===== config.mk =====
export PLATFORM = sky130hd
export DESIGN_NAME = ysyx_22040088_core_seq
export DESIGN_NICKNAME = d
export VERILOG_FILES = /design/src/rtl/ysyx_22040088_core_seq_pkg.sv /design/src/rtl/ysyx_22040088_core_seq_wdog.sv /design/src/rtl/ysyx_22040088_core_seq.sv
export SDC_FILE = /design/constraint.sdc
export NUM_CORES = 1
export LEC_CHECK = 0
export BUFFER_PORTS_ARGS = -buffer_cell sky130_fd_sc_hd__buf_2
export CELL_PAD_IN_SITES_DETAIL_PLACEMENT = 0
export CELL_PAD_IN_SITES_GLOBAL_PLACEMENT = 1
export CORE_ASPECT_RATIO = 1.5
export CORE_MARGIN = 1
export CORE_UTILIZATION = 35
export DETAILED_ROUTE_END_ITERATION = 6
export PLACE_DENSITY = 0.76
export SLEW_MARGIN = 20
export SYNTH_ARGS = -nofsm -noshare
export SYNTH_HDL_FRONTEND = slang
export SYNTH_SLANG_ARGS = --single-unit

===== constraint.sdc =====
create_clock -name clk -period 2.15 [get_ports clk]
set_input_delay 0.43 -clock clk [delete_from_list [all_inputs] [get_ports clk]]
set_output_delay 0.43 -clock clk [all_outputs]
set_load 0.05 [all_outputs]

===== src/rtl/ysyx_22040088_core_seq_pkg.sv =====
// Shared types and constants for the NPC multi-cycle sequencer.
// The IDU and top use the same EBREAK encoding from here.
package ysyx_22040088_core_seq_pkg;

  typedef enum logic [2:0] {
    ST_RST    = 3'd0,
    ST_FETCH  = 3'd1,
    ST_DECODE = 3'd2,
    ST_EXEC   = 3'd3,
    ST_MEM    = 3'd4,
    ST_WB     = 3'd5,
    ST_HALT   = 3'd6
  } state_e;

  localparam int TMO_W_DEF   = 8;
  localparam int TMO_MAX_DEF = 255;

  localparam logic [31:0] EBREAK_INST = 32'h0010_0073;

endpackage


===== src/rtl/ysyx_22040088_core_seq_wdog.sv =====
// Bus watchdog: counts wait cycles while enabled and flags expiry at TMO_MAX.
// The count freezes at TMO_MAX; the sequencer leaves the wait state on expiry.
module ysyx_22040088_wdog
  import ysyx_22040088_core_seq_pkg::*;
#(
  parameter int TMO_W   = TMO_W_DEF,
  parameter int TMO_MAX = TMO_MAX_DEF
) (
  input  logic clk,
  input  logic rst,
  input  logic clr,
  input  logic en,
  output logic expired
);

  logic [TMO_W-1:0] cnt;

  // NOTE: sequential state uses non-blocking assignments so every flop samples pre-edge values.
  always_ff @(posedge clk) begin
    if (rst || clr) begin
      cnt <= '0;
    end else if (en && !expired) begin
      cnt <= cnt + TMO_W'(1);
    end
  end

  assign expired = (cnt == TMO_W'(TMO_MAX));

endmodule


===== src/rtl/ysyx_22040088_core_seq.sv =====
// Multi-cycle sequencer for the NPC core: FETCH/DECODE/EXEC|MEM/WB with ready handshakes,
// write/PC gating, halt on ebreak or bus timeout, and cycle/instret counters.
module ysyx_22040088_core_seq
  import ysyx_22040088_core_seq_pkg::*;
#(
  parameter int TMO_W   = TMO_W_DEF,
  parameter int TMO_MAX = TMO_MAX_DEF
) (
  input  logic        clk,
  input  logic        rst,
  output logic        imem_req,
  input  logic        imem_ready,
  output logic        ir_we,
  input  logic        dec_is_load,
  input  logic        dec_is_store,
  input  logic        dec_is_ebreak,
  output logic        dmem_req,
  output logic        dmem_we,
  input  logic        dmem_ready,
  output logic        rf_we,
  output logic        pc_we,
  output logic        halt,
  output logic        bus_err,
  output logic [63:0] cycle_cnt,
  output logic [63:0] instret
);

  state_e state;
  logic   is_store_q;
  logic   wd_clr;
  logic   wd_en;
  logic   wd_expired;

  // The only ways into FETCH/MEM pass through a state where the watchdog is held clear.
  assign wd_clr = (state != ST_FETCH) && (state != ST_MEM);
  assign wd_en  = ((state == ST_FETCH) && !imem_ready) ||
                  ((state == ST_MEM)   && !dmem_ready);

  ysyx_22040088_wdog #(
    .TMO_W   (TMO_W),
    .TMO_MAX (TMO_MAX)
  ) u_wdog (
    .clk     (clk),
    .rst     (rst),
    .clr     (wd_clr),
    .en      (wd_en),
    .expired (wd_expired)
  );

  always_ff @(posedge clk) begin
    if (rst) begin
      state      <= ST_RST;
      is_store_q <= 1'b0;
      halt       <= 1'b0;
      bus_err    <= 1'b0;
      cycle_cnt  <= '0;
      instret    <= '0;
    end else begin
      if ((state != ST_RST) && (state != ST_HALT)) begin
        cycle_cnt <= cycle_cnt + 64'd1;
      end
      case (state)
        ST_RST: state <= ST_FETCH;
        ST_FETCH: begin
          if (imem_ready) begin
            state <= ST_DECODE;
          end else if (wd_expired) begin
            state   <= ST_HALT;
            halt    <= 1'b1;
            bus_err <= 1'b1;
          end
        end
        ST_DECODE: begin
          if (dec_is_ebreak) begin
            state   <= ST_HALT;
            halt    <= 1'b1;
            instret <= instret + 64'd1;
          end else if (dec_is_load || dec_is_store) begin
            is_store_q <= dec_is_store;
            state      <= ST_MEM;
          end else begin
            is_store_q <= 1'b0;
            state      <= ST_EXEC;
          end
        end
        ST_EXEC: state <= ST_WB;
        ST_MEM: begin
          if (dmem_ready) begin
            state <= ST_WB;
          end else if (wd_expired) begin
            state   <= ST_HALT;
            halt    <= 1'b1;
            bus_err <= 1'b1;
          end
        end
        ST_WB: begin
          instret <= instret + 64'd1;
          state   <= ST_FETCH;
        end
        ST_HALT: state <= ST_HALT;
        default: state <= ST_RST;
      endcase
    end
  end

  // ir_we follows imem_ready combinationally so IR captures the word in its valid cycle.
  assign imem_req = (state == ST_FETCH);
  assign ir_we    = (state == ST_FETCH) && imem_ready;
  assign dmem_req = (state == ST_MEM);
  assign dmem_we  = (state == ST_MEM) && is_store_q;
  assign rf_we    = (state == ST_WB) && !is_store_q;
  assign pc_we    = (state == ST_WB);

endmodule


== After elaboration in Yosys (flattened, before gate mapping) ==
Cells that the tools add are included.
Storage, ports and cells
  register bits: 142
  bits in latches: 0
  RAM bits: 0
  ROM bits: 0
  bits of input ports: 7
  output and inout bits: 136
  memories: 0
Operators by class
  add/subtract/negate cells: 3
  multiply operators: 0
  divide/modulo/power cells: 0
  $lt $le $gt $ge: 0
  equality and inequality tests: 13
  shifts and indexed selects: 0
  muxes and demuxes: 18
  bitwise logic cells: 1
  reduce and logical (&&, ||, !) cells: 25
Operators with widths (number)
  $add A64 B1 Y64 const B: 2
  $pmux W64 S2: 1
  $mux W64: 1
  $pmux W3 S6: 1
  $mux W3: 5
  $eq A3 B3 Y1 const B: 3
  $add A8 B1 Y8 const B: 1
  $eq A8 B8 Y1 const B: 1
  $logic_and A1 B1 Y1: 8
  $mux W1: 8
  $eq A3 B2 Y1 const B: 2
  $ne A2 B2 Y1 const B: 3
  $ne A3 B3 Y1 const B: 2
  $reduce_bool A3 Y1: 2
  $logic_not A1 Y1: 4
  $reduce_and A2 Y1: 2
  $reduce_and A4 Y1: 1
  $reduce_bool A2 Y1: 2
  $eq A3 B1 Y1 const B: 1
  $logic_not A3 Y1: 1
  $logic_or A1 B1 Y1: 3
  $ne A3 B1 Y1 const B: 1
  $pmux W1 S3: 1
  $reduce_and A3 Y1: 1
  3 further kinds: 3

== Longest topological paths before layout ==
Gate-level depths: netlist of the first run.
  depth in word-level cells: 4
  depth in mapped cells: 8

== Modules after synthesis ==
A second synthesis of the first run with hierarchy kept.
Unflattened totals
  cell total of the unflattened synthesis: 862
  area, all modules: 7106.8 um^2
Modules (own cells, without submodules)
  ysyx_22040088_core_seq: times used 1, cells each 813, area an instance 6681.4 um^2, sequential area each 2682.6 um^2
  ysyx_22040088_wdog: times used 1, cells each 49, area an instance 425.4 um^2, sequential area each 160.2 um^2

== Worst setup path before layout of the first run ==
OpenSTA, ideal clock, no wires.
  path kind: reg2out
  start point: register state[2]
  end point: output port dmem_we
  arrival time: 2.413 ns
  path slack: -0.693 ns
  cell stages (with the launch flop): 5
  buffers on the path: 1
  cell sequence: dfxtp_1 -> clkbuf_1 -> inv_1 -> nor3_1 -> and2_1
Between the ends
  word-level cells in the longest chain between the ends: 2
RTL lines
  start: declaration: line ysyx_22040088_core_seq.sv:28  | state_e state;
  start signal: assignment: line ysyx_22040088_core_seq.sv:52  | state <= ST_RST;
  start signal: assignment: line ysyx_22040088_core_seq.sv:63  | ST_RST: state <= ST_FETCH;
  start signal: assignment: line ysyx_22040088_core_seq.sv:66  | state <= ST_DECODE;
  $eq A3 B3 Y1
  net dmem_req: line ysyx_22040088_core_seq.sv:17  | output logic dmem_req,
  $logic_and A1 B1 Y1: line ysyx_22040088_core_seq.sv:110  | assign dmem_we = (state == ST_MEM) && is_store_q;
  end: declaration: line ysyx_22040088_core_seq.sv:18  | output logic dmem_we,
The timed path passes the listed nets, and every way through them passes these cells.

== Worst setup path after layout of the first run ==
  start point: register cycle_cnt[50]
  end point: register cycle_cnt[62]
Between the ends
  word-level cells in the longest chain between the ends: 1
RTL lines
  start: declaration: line ysyx_22040088_core_seq.sv:24  | output logic [63:0] cycle_cnt,
  start signal: assignment: line ysyx_22040088_core_seq.sv:60  | cycle_cnt <= cycle_cnt + 64'd1;
  $add A64 B1 Y64: line ysyx_22040088_core_seq.sv:60
Every way passes these cells.
A chain may end at the register's enable or synchronous reset.

==> results.json, run 1 <==
{
  "placed_area_um2": 8490,
  "async_reset_ff_frac": 0,
  "die_w_um": 117,
  "drt.antenna.violating_nets": 0,
  "core-area_um2": 19300,
  "rsz0062_at_grt": "true",
  "htree_levels": 4,
  "seqCellArea_um2": 2980,
  "via_per_inst": 5.41,
  "drt_iter0_markers": 334,
  "crit_path_start_kind": "register",
  "drc": 0,
  "skew_ns": 0.0134,
  "overflow": 0,
  "critPathMaxFanout": 6,
  "antenna_found_initial": 0,
  "setup_slack_ns": 0.0833,
  "area_growth_pct": 32.4,
  "worstMarginPinSlew_ns": 0.681,
  "max_freq_mhz": 484,
  "critPathArrivalTime_ns": 2.42,
  "period_needed_ns": 2.07,
  "min_to": "is_store_q",
  "grt_usage": 0.207,
  "place.gp.congestion": 0.798,
  "num_vias": 7053,
  "status": "finished, final reports clean",
  "min_path_cells": 3,
  "wl_per_cell_um": 15.7,
  "cts_tree": "done",
  "clockRootBuffer": "clkbuf_16",
  "synth_ff_type": "dfxtp_1",
  "dp_slack_ns": 0.00372,
  "grt_max_degree": 29,
  "clockBufferDepth": 2,
  "finalSetupViolCount": 0,
  "r2r_slack_ns": 0.08,
  "min_from": "dec_is_store",
  "ys_warn_count": 0,
  "grt_pass1_wl_um": 33400,
  "synth_edf_count": 0,
  "cts_buffers": 17,
  "synth.net_count": 857,
  "final-hold-violation-count": 0,
  "boundaryPins": 143,
  "insertion_delay_ns": 0.42,
  "ys_seq_area_frac": 0.409,
  "fillers": 1932,
  "critical_path_required_ns": 2.50,
  "drv_cap": 0,
  "num_rows": 62,
  "syn_area_per_cell_um2": 8.20,
  "hold_class": "in2reg",
  "syn_inst": 847,
  "clock-sinks": 142,
  "final_nets": 1045,
  "irDropWorstVdd_v": 0.000449,
  "p_per_area_nw_per_um2": 659,
  "final_util": 0.476,
  "r2r_start": "cycle_cnt[50]",
  "p_leak_uw": 0.00348,
  "drive_gt1_frac": 0.337,
  "drv_slew": 0,
  "fin_area_um2": 9190,
  "whs_ns": 0.333,
  "initial_utilization": 0.360,
  "die_area_um2": 20400,
  "grt_pass1_vias": 6767,
  "synthDistinctLibCells": 47,
  "ys_ff_latch": 142,
  "dpl.hpwl_um": 14900,
  "multi_input_area_um2": 3960,
  "post-route-period-util": 0.961,
  "drt_pass1_iterations": 5,
  "cts.clk_slew.worst_paths_ns": 0.07,
  "finalWirelength_um": 20400,
  "ff2ff_path_depth": 5,
  "portBuffers": 142,
  "syn_area_um2": 6940,
  "rr_endpoint": "cycle_cnt[62]",
  "die_h_um": 175,
  "critical_path_class": "reg2reg",
  "num_antenna_cells": 0,
  "critPathCaptureType": "register",
  "slew_headroom": 0.545
}
-- logic make-up (layout without fill, tap and decap cells) --
logic type | after synthesis | in the layout | synth area share
xor gates and xnor gates | 67 | 67 | 0.0845
buffers and inverters | 56 | 257 | 0.0306
muxes | 2 | 2 | 0.00306
and+or+nand+nor | 422 | 422 | 0.335
DFF | 142 | 142 | 0.409
AOI/OAI and AO/OA | 155 | 155 | 0.132
adders and majority gates | 3 | 3 | 0.00541
-- placed cells by master, fill, tap and decap left out, types with 18 or more instances in the layout --
cell type,count
buf_4,65
nor3_1,18
dfxtp_1,55
o31ai_1,32
a21oi_1,70
nand3_1,49
or4_1,35
or3_1,31
xor2_1,35
clkbuf_16,19
o21ai_0,34
xnor2_1,32
buf_2,139
nand2_1,63
dfxtp_2,76
nand4_1,63
nor2_1,88
-- metrics by stage --
step	power (uW)	setup TNS, ns	cells
floorplan	2930	-0.204	847
global route	6280	-0.0414	1304
detailed placement	3030	0	1270
CTS	6130	0	1302
finish	6060	0	1304
global placement	3030	0	1270
-- how the worst max path moves through the flow --
stage	startpoint	endpoint	slack [ns]	cells after the start
finish	cycle_cnt[50]	cycle_cnt[62]	0.08	5
global route	cycle_cnt[25]	cycle_cnt[59]	-0.02	6
CTS	cycle_cnt[29]	cycle_cnt[58]	0.005	7
detailed placement	dec_is_ebreak	instret[59]	0.004	8
global placement	dec_is_ebreak	instret[58]	0.02	7
floorplan	state[2]	dmem_we	-0.20	4
-- worst max-delay path: stages (launching register included) --
cell and delay, ns:
dfxtp_2 0.37, nand4_1 0.16, or3_1 0.38, or4_1 0.44, or4_1 0.51, a21oi_1 0.14
-- synthesized netlist by cell type, types with 2 or more instances --
library cell,number,share of area
clkbuf_1,38,0.021
a311oi_1,3,0.0038
nor2b_1,2,0.0018
and2_1,7,0.0063
nand4_2,2,0.0036
a211oi_1,2,0.0022
buf_2,2,0.0014
nor4_1,16,0.014
nor3_1,20,0.014
a21oi_1,71,0.051
o21ba_2,3,0.0043
nor2_1,90,0.049
xnor2_1,32,0.040
o21a_1,2,0.0022
ha_1,3,0.0054
nand4_1,63,0.057
nor4b_1,2,0.0025
inv_1,15,0.0081
o21ai_0,34,0.025
nor3b_1,2,0.0022
o31ai_1,32,0.035
and3_1,11,0.0099
or3_1,31,0.028
xor2_1,35,0.044
nand3_1,49,0.035
nand2b_1,2,0.0018
or4_1,36,0.039
o21bai_1,2,0.0022
nor4_4,2,0.0061
or2_2,2,0.0018
nand2_1,64,0.035
and4_1,16,0.020
dfxtp_1,142,0.41
-- metal layers --
metal,vias up,GRT usage,wire length [um]
li1,3520,-,-
met1,3360,0.234,8400
met2,150,0.376,10900
met3,23,0.0411,785
met4,0,0.0738,372
met5,-,0,0
-- cell type report --
cell class              instances  area share
repair buffers                209       0.137
well taps                     256      0.0348
multi-input cells             649       0.431
clock buffers                  20      0.0532
clock inverters                12      0.0139
flip-flops and latches        142       0.324
inverters                      16     0.00653
-- power breakdown --
group | switching [uW] | total (uW) | internal [uW] | leakage, uW
combinational | 219 | 321 | 102 | 0.00198
clock | 1190 | 3080 | 1880 | 0.000304
sequential | 21.3 | 2660 | 2640 | 0.00119
total | 1430 | 6060 | 4630 | 0.00348
-- sequential cells by signal (all words and copies together) (netlist names) --
name	cells
u_wdog.cnt	8
bus_err	1
cycle_cnt	64
state	3
is_store_q	1
instret	64
halt	1
-- timing repair --
action | 4_1_cts | 5_1_grt
pin swaps | 0 | 5
gates cloned | 0 | 0
buffers inserted | 0 | 2
gates resized for setup | 2 | 15
endpoints found under the setup margin | 2 | 27
hold buffers | 0 | 0
(Power assumes the default switching activity.)
==> inputs of run 2 (changes only) <==
--- a/config.mk
+++ b/config.mk
@@ -16,4 +16,5 @@
 export SLEW_MARGIN = 20
 export SYNTH_ARGS = -nofsm -noshare
 export SYNTH_HDL_FRONTEND = slang
+export SYNTH_HIERARCHICAL = 1
 export SYNTH_SLANG_ARGS = --single-unit
==> results.json, run 2 <==
{
  "num_rows": 63,
  "place.gp.congestion": 0.805,
  "ctsHoldBuffers": 0,
  "ys_seq_area_frac": 0.400,
  "dpl.hpwl_um": 15400,
  "synth_edf_count": 0,
  "fillers": 2019,
  "power.total_uw": 5870,
  "critical_path_class": "reg2out",
  "drt_pass1_iterations": 5,
  "worstMarginPinSlew_ns": 0.551,
  "boundaryPins": 143,
  "drc": 0,
  "die_h_um": 177,
  "ys_ff_latch": 142,
  "wl_per_cell_um": 15.9,
  "netlist.area_leader.share": 0.400,
  "status": "finished, violations left",
  "synth_common_cells": "142 x dfxtp_1, 77 x a21oi_1, 76 x nor2_1",
  "synthDistinctLibCells": 59,
  "syn_inst": 862,
  "wl_met2_um": 11200,
  "critPathMaxFanout": 10,
  "hold_class": "in2reg",
  "cts.clk_slew.worst_paths_ns": 0.06,
  "synth.top_cells.by_area": "dfxtp_1 40%, a21oi_1 5.4%, or4_1 4.1%, nor2_1 4.0%, nand4_1 4.0%",
  "grt_usage": 0.206,
  "antenna_found_initial": 0,
  "critPathArrivalTime_ns": 1.72,
  "clock-sinks": 142,
  "p_per_area_nw_per_um2": 606,
  "dp_slack_ns": -0.0512,
  "cts_tree": "done",
  "critPathCaptureType": "output port",
  "final_cell_mix": "139 x buf_2, 83 x buf_4, 75 x nor2_1",
  "synth.net_count": 872,
  "drt.antenna.violating_nets": 0,
  "num_vias": 7280,
  "post-route-period-util": 1.00,
  "final_cells": 1344,
  "async_reset_ff_frac": 0,
  "critical_path_required_ns": 1.72,
  "overflow": 0,
  "final_nets": 1081,
  "finalWirelength_um": 21300,
  "crit_path_start_kind": "register",
  "htree_levels": 4,
  "syn_area_per_cell_um2": 8.24,
  "drive_gt1_frac": 0.371,
  "dp.cells": 1298,
  "critPathLaunch": "state[0]",
  "wl_met3_um": 861,
  "min_to": "is_store_q",
  "cts_buffers": 17,
  "finalSetupViolCount": 1,
  "irDropWorstVdd_v": 0.000438,
  "synth.most_common_cell": "dfxtp_1",
  "synth_top_area_cell": "dfxtp_1",
  "min_path_cells": 3,
  "synth_ff_type": "dfxtp_1",
  "reg_top3": "cycle_cnt: 64 flops, instret: 64 flops, u_wdog/cnt: 8 flops",
  "area_growth_pct": 36.2,
  "final_common_cell": "buf_2",
  "insertion_delay_ns": 0.43,
  "clockRootBuffer": "clkbuf_16",
  "portBuffers": 142,
  "ff2ff_path_depth": 8,
  "final_util": 0.487,
  "core-area_um2": 19900,
  "drt_iter0_markers": 306,
  "grt_max_degree": 45,
  "initial_utilization": 0.358,
  "num_antenna_cells": 0,
  "rr_endpoint": "instret[36]",
  "grt_pass1_vias": 6747,
  "via_per_inst": 5.42,
  "violations": "negative setup slack",
  "final-hold-violation-count": 0,
  "die_area_um2": 20900,
  "period_needed_ns": 2.15,
  "top_layer": "met4",
  "rsz0062_at_grt": "true",
  "max_freq_mhz": 464,
  "grt_pass1_wl_um": 34500,
  "setup_slack_ns": -0.00354,
  "drv_slew": 0,
  "slew_headroom": 0.629,
  "met1_length_um": 8820,
  "p_leak_uw": 0.00365,
  "drv_cap": 0,
  "min_from": "dec_is_store",
  "die_w_um": 118,
  "ys_warn_count": 6,
  "skew_ns": 0.00687,
  "r2r_slack_ns": 0.05,
  "syn_area_um2": 7110,
  "clockBufferDepth": 2,
  "r2r_start": "state[1]"
}
## run 2: worst max-delay path by stage
stage                          to  slack [ns]  cells after the start
finish                    dmem_we      -0.004                      5
detailed placement  cycle_cnt[58]       -0.05                      6
global placement    cycle_cnt[58]       -0.01                      6
global route              dmem_we       -0.07                      6
CTS                       dmem_we       -0.05                      6
floorplan             instret[58]       -0.03                      6
## run 2: through the flow
stage               instance area (um2)  hold WS (ns)  TNS (ns)
floorplan                          7350         0.452   -0.0399
finish                             9680         0.311  -0.00354
detailed placement                 8820         0.467    -0.339
CTS                                9450         0.288   -0.0812
global route                       9680         0.316    -0.325
global placement                   8820         0.450   -0.0466
## run 2: repair_timing
action                     in CTS  in global routing
pin swaps                       0                 11
gates resized for setup        19                 34
setup endpoints to repair      15                 48
gates cloned                    0                  1
buffers inserted                2                 12
## run 2: critical path: stages, from the launching register on
cell and delay (ns):
dfxtp_4 0.37, buf_4 0.17, or3_4 0.40, clkinvlp_4 0.09, and2_4 0.14, buf_8 0.13
## run 2: final cells by class
| cell class | instances | area [um2] | share of cell area |
|---|---|---|---|
| multi-input combinational | 651 | 4160 | 0.430 |
| sequential | 142 | 3040 | 0.314 |
| timing repair buffer | 232 | 1480 | 0.153 |
| clock buffer | 18 | 450 | 0.0465 |
| tap | 260 | 325 | 0.0336 |
| clock inverter | 14 | 118 | 0.0122 |
| inverter | 27 | 113 | 0.0116 |
## run 2: cells by family (layout without fill, tap and decap cells)
group | Yosys count | in the layout | synth area share
simple gates | 405 | 405 | 0.325
buf+inv | 69 | 291 | 0.0380
mux | 4 | 4 | 0.00563
xor+xnor | 52 | 52 | 0.0641
compound gates | 187 | 187 | 0.162
flops | 142 | 142 | 0.400
fa+ha+maj | 3 | 3 | 0.00528
## run 2: report_power, final
part | switching, uW | internal (uW)
clock | 1190 | 1650
combinational | 247 | 133
sequential | 28.8 | 2620
total | 1460 | 4400
## run 2: routing by layer
layer	vias to the layer above	track usage
met5	-	0
met4	0	0.0769
met3	24	0.0452
met2	139	0.377
met1	3462	0.231
li1	3655	-
==> inputs of run 3 (changes only) <==
--- a/config.mk
+++ b/config.mk
@@ -12,7 +12,7 @@
 export CORE_MARGIN = 1
 export CORE_UTILIZATION = 35
 export DETAILED_ROUTE_END_ITERATION = 6
-export PLACE_DENSITY = 0.76
+export PLACE_DENSITY = 0.73
 export SLEW_MARGIN = 20
 export SYNTH_ARGS = -nofsm -noshare
 export SYNTH_HDL_FRONTEND = slang
==> constraint.sdc (replaced) <==
create_clock -name clk -period 2.2 [get_ports clk]
set_input_delay 0.44 -clock clk [delete_from_list [all_inputs] [get_ports clk]]
set_output_delay 0.44 -clock clk [all_outputs]
set_load 0.05 [all_outputs]
==> results.json, run 3 (synthesized netlist as in run 2, its figures left out) <==
{
  "grt_pass1_wl_um": 35300,
  "die_h_um": 177,
  "area_growth_pct": 37.6,
  "max_freq_mhz": 469,
  "antenna_found_initial": 0,
  "overflow": 0,
  "num_vias": 7349,
  "drv_slew": 0,
  "grt_max_degree": 60,
  "clockBufferDepth": 2,
  "slew_headroom": 0.551,
  "min_from": "dec_is_store",
  "rsz0062_at_grt": "true",
  "portBuffers": 142,
  "final_nets": 1097,
  "post-route-period-util": 0.969,
  "final_cell_mix": "138 x buf_2, 96 x buf_4, 75 x nor2_1",
  "boundaryPins": 143,
  "final-hold-violation-count": 0,
  "drt_pass1_iterations": 5,
  "critical_path_class": "reg2out",
  "globalRouteMet3Util": 0.0501,
  "skew_ns": 0.00989,
  "multi_input_area_um2": 4160,
  "hold_class": "in2reg",
  "critPathMaxFanout": 6,
  "drv_cap": 0,
  "num_rows": 63,
  "dp_slack_ns": -0.0236,
  "critPathArrivalTime_ns": 1.69,
  "setup_slack_ns": 0.0687,
  "grt_usage": 0.212,
  "drt.antenna.violating_nets": 0,
  "initial_utilization": 0.358,
  "use_met1": 0.234,
  "critPathCaptureType": "output port",
  "critical_path_required_ns": 1.76,
  "p_leak_uw": 0.00375,
  "place.gp.congestion": 0.828,
  "cts_tree": "done",
  "drive_gt1_frac": 0.373,
  "worstMarginPinSlew_ns": 0.673,
  "final_common_cell": "buf_2",
  "grt_pass1_vias": 6968,
  "cts_buffers": 17,
  "placed_area_um2": 8900,
  "power.total_uw": 5850,
  "dpl.hpwl_um": 15900,
  "period_needed_ns": 2.13,
  "clock-sinks": 142,
  "finalSetupViolCount": 0,
  "clockRootBuffer": "clkbuf_16",
  "busiest_layer": "met2",
  "core-area_um2": 19900,
  "irDropWorstVdd_v": 0.000406,
  "grtUsageMet2": 0.393,
  "fillers": 1993,
  "insertion_delay_ns": 0.43,
  "cts.clk_slew.worst_paths_ns": 0.06,
  "reg_top3": "cycle_cnt: 64 flops, instret: 64 flops, u_wdog/cnt: 8 flops",
  "num_antenna_cells": 0,
  "finalWirelength_um": 22000,
  "r2r_start": "state[2]",
  "status": "finished, final reports clean",
  "ctsHoldBuffers": 0,
  "die_w_um": 118,
  "seqCellArea_um2": 3000,
  "p_per_area_nw_per_um2": 598,
  "fin_area_um2": 9780,
  "htree_levels": 4,
  "drt_iter0_markers": 325,
  "crit_path_start_kind": "register",
  "setup_tns_ns": 0,
  "critPathLaunch": "state[2]",
  "via_per_inst": 5.40,
  "wl_per_cell_um": 16.1,
  "die_area_um2": 20900,
  "drc": 0
}
run 3: cell types whose count changed in the layout (fill, tap and decap cells not counted), sizes merged:
cell	delta
buf	+16
inv	+3
clkinv	-2
clkinvlp	-2
bufinv	+1
run 3: final cells by class:
cell class,count,share of cell area
Sequential cell,142,0.307
Clock buffer,18,0.0449
Clock inverter,14,0.0145
Tap cell,260,0.0333
Multi-Input combinational cell,651,0.425
Inverter,27,0.0110
Timing Repair Buffer,248,0.165
run 3: path summary, 6_finish.rpt:
check                           depth (start not counted)  slack (ns)           to
worst max register to register                          7        0.07  instret[44]
worst max-delay path                                    6        0.07      dmem_we
worst min register to register                          2        0.46      bus_err
worst min-delay path                                    3        0.32   is_store_q
run 3: where the power goes:
group	total, uW	leakage, uW	internal, uW	switching [uW]
Sequential	2580	0.00119	2570	16.1
Clock	2870	0.000283	1690	1170
Combinational	399	0.00228	142	258
run 3: per-layer routing:
| metal | share of wire | vias to the layer above |
|---|---|---|
| li1 | - | 3685 |
| met1 | 0.41 | 3496 |
| met2 | 0.53 | 143 |
| met3 | 0.040 | 25 |
| met4 | 0.017 | 0 |
| met5 | 0 | - |
run 3: timing repair:
item / CTS / global route
resized for setup: 19 / 36
buffers inserted: 6 / 9
endpoints found under the setup margin: 4 / 35
pin swaps: 3 / 11
run 3: worst max-delay path, stage by stage, from the launching register on:
cell,delay (ns)
dfxtp_2,0.35
buf_12,0.11
inv_1,0.05
or3_4,0.36
clkinvlp_4,0.11
and2_4,0.15
buf_8,0.14
run 3: through the flow:
stage | utilization | cells | hold WS, ns
floorplan | - | 862 | 0.452
finish | 0.492 | 1360 | 0.319
global placement | 0.448 | 1316 | 0.448
detailed placement | 0.448 | 1316 | 0.459
global route | 0.492 | 1360 | 0.341
CTS | 0.482 | 1353 | 0.304
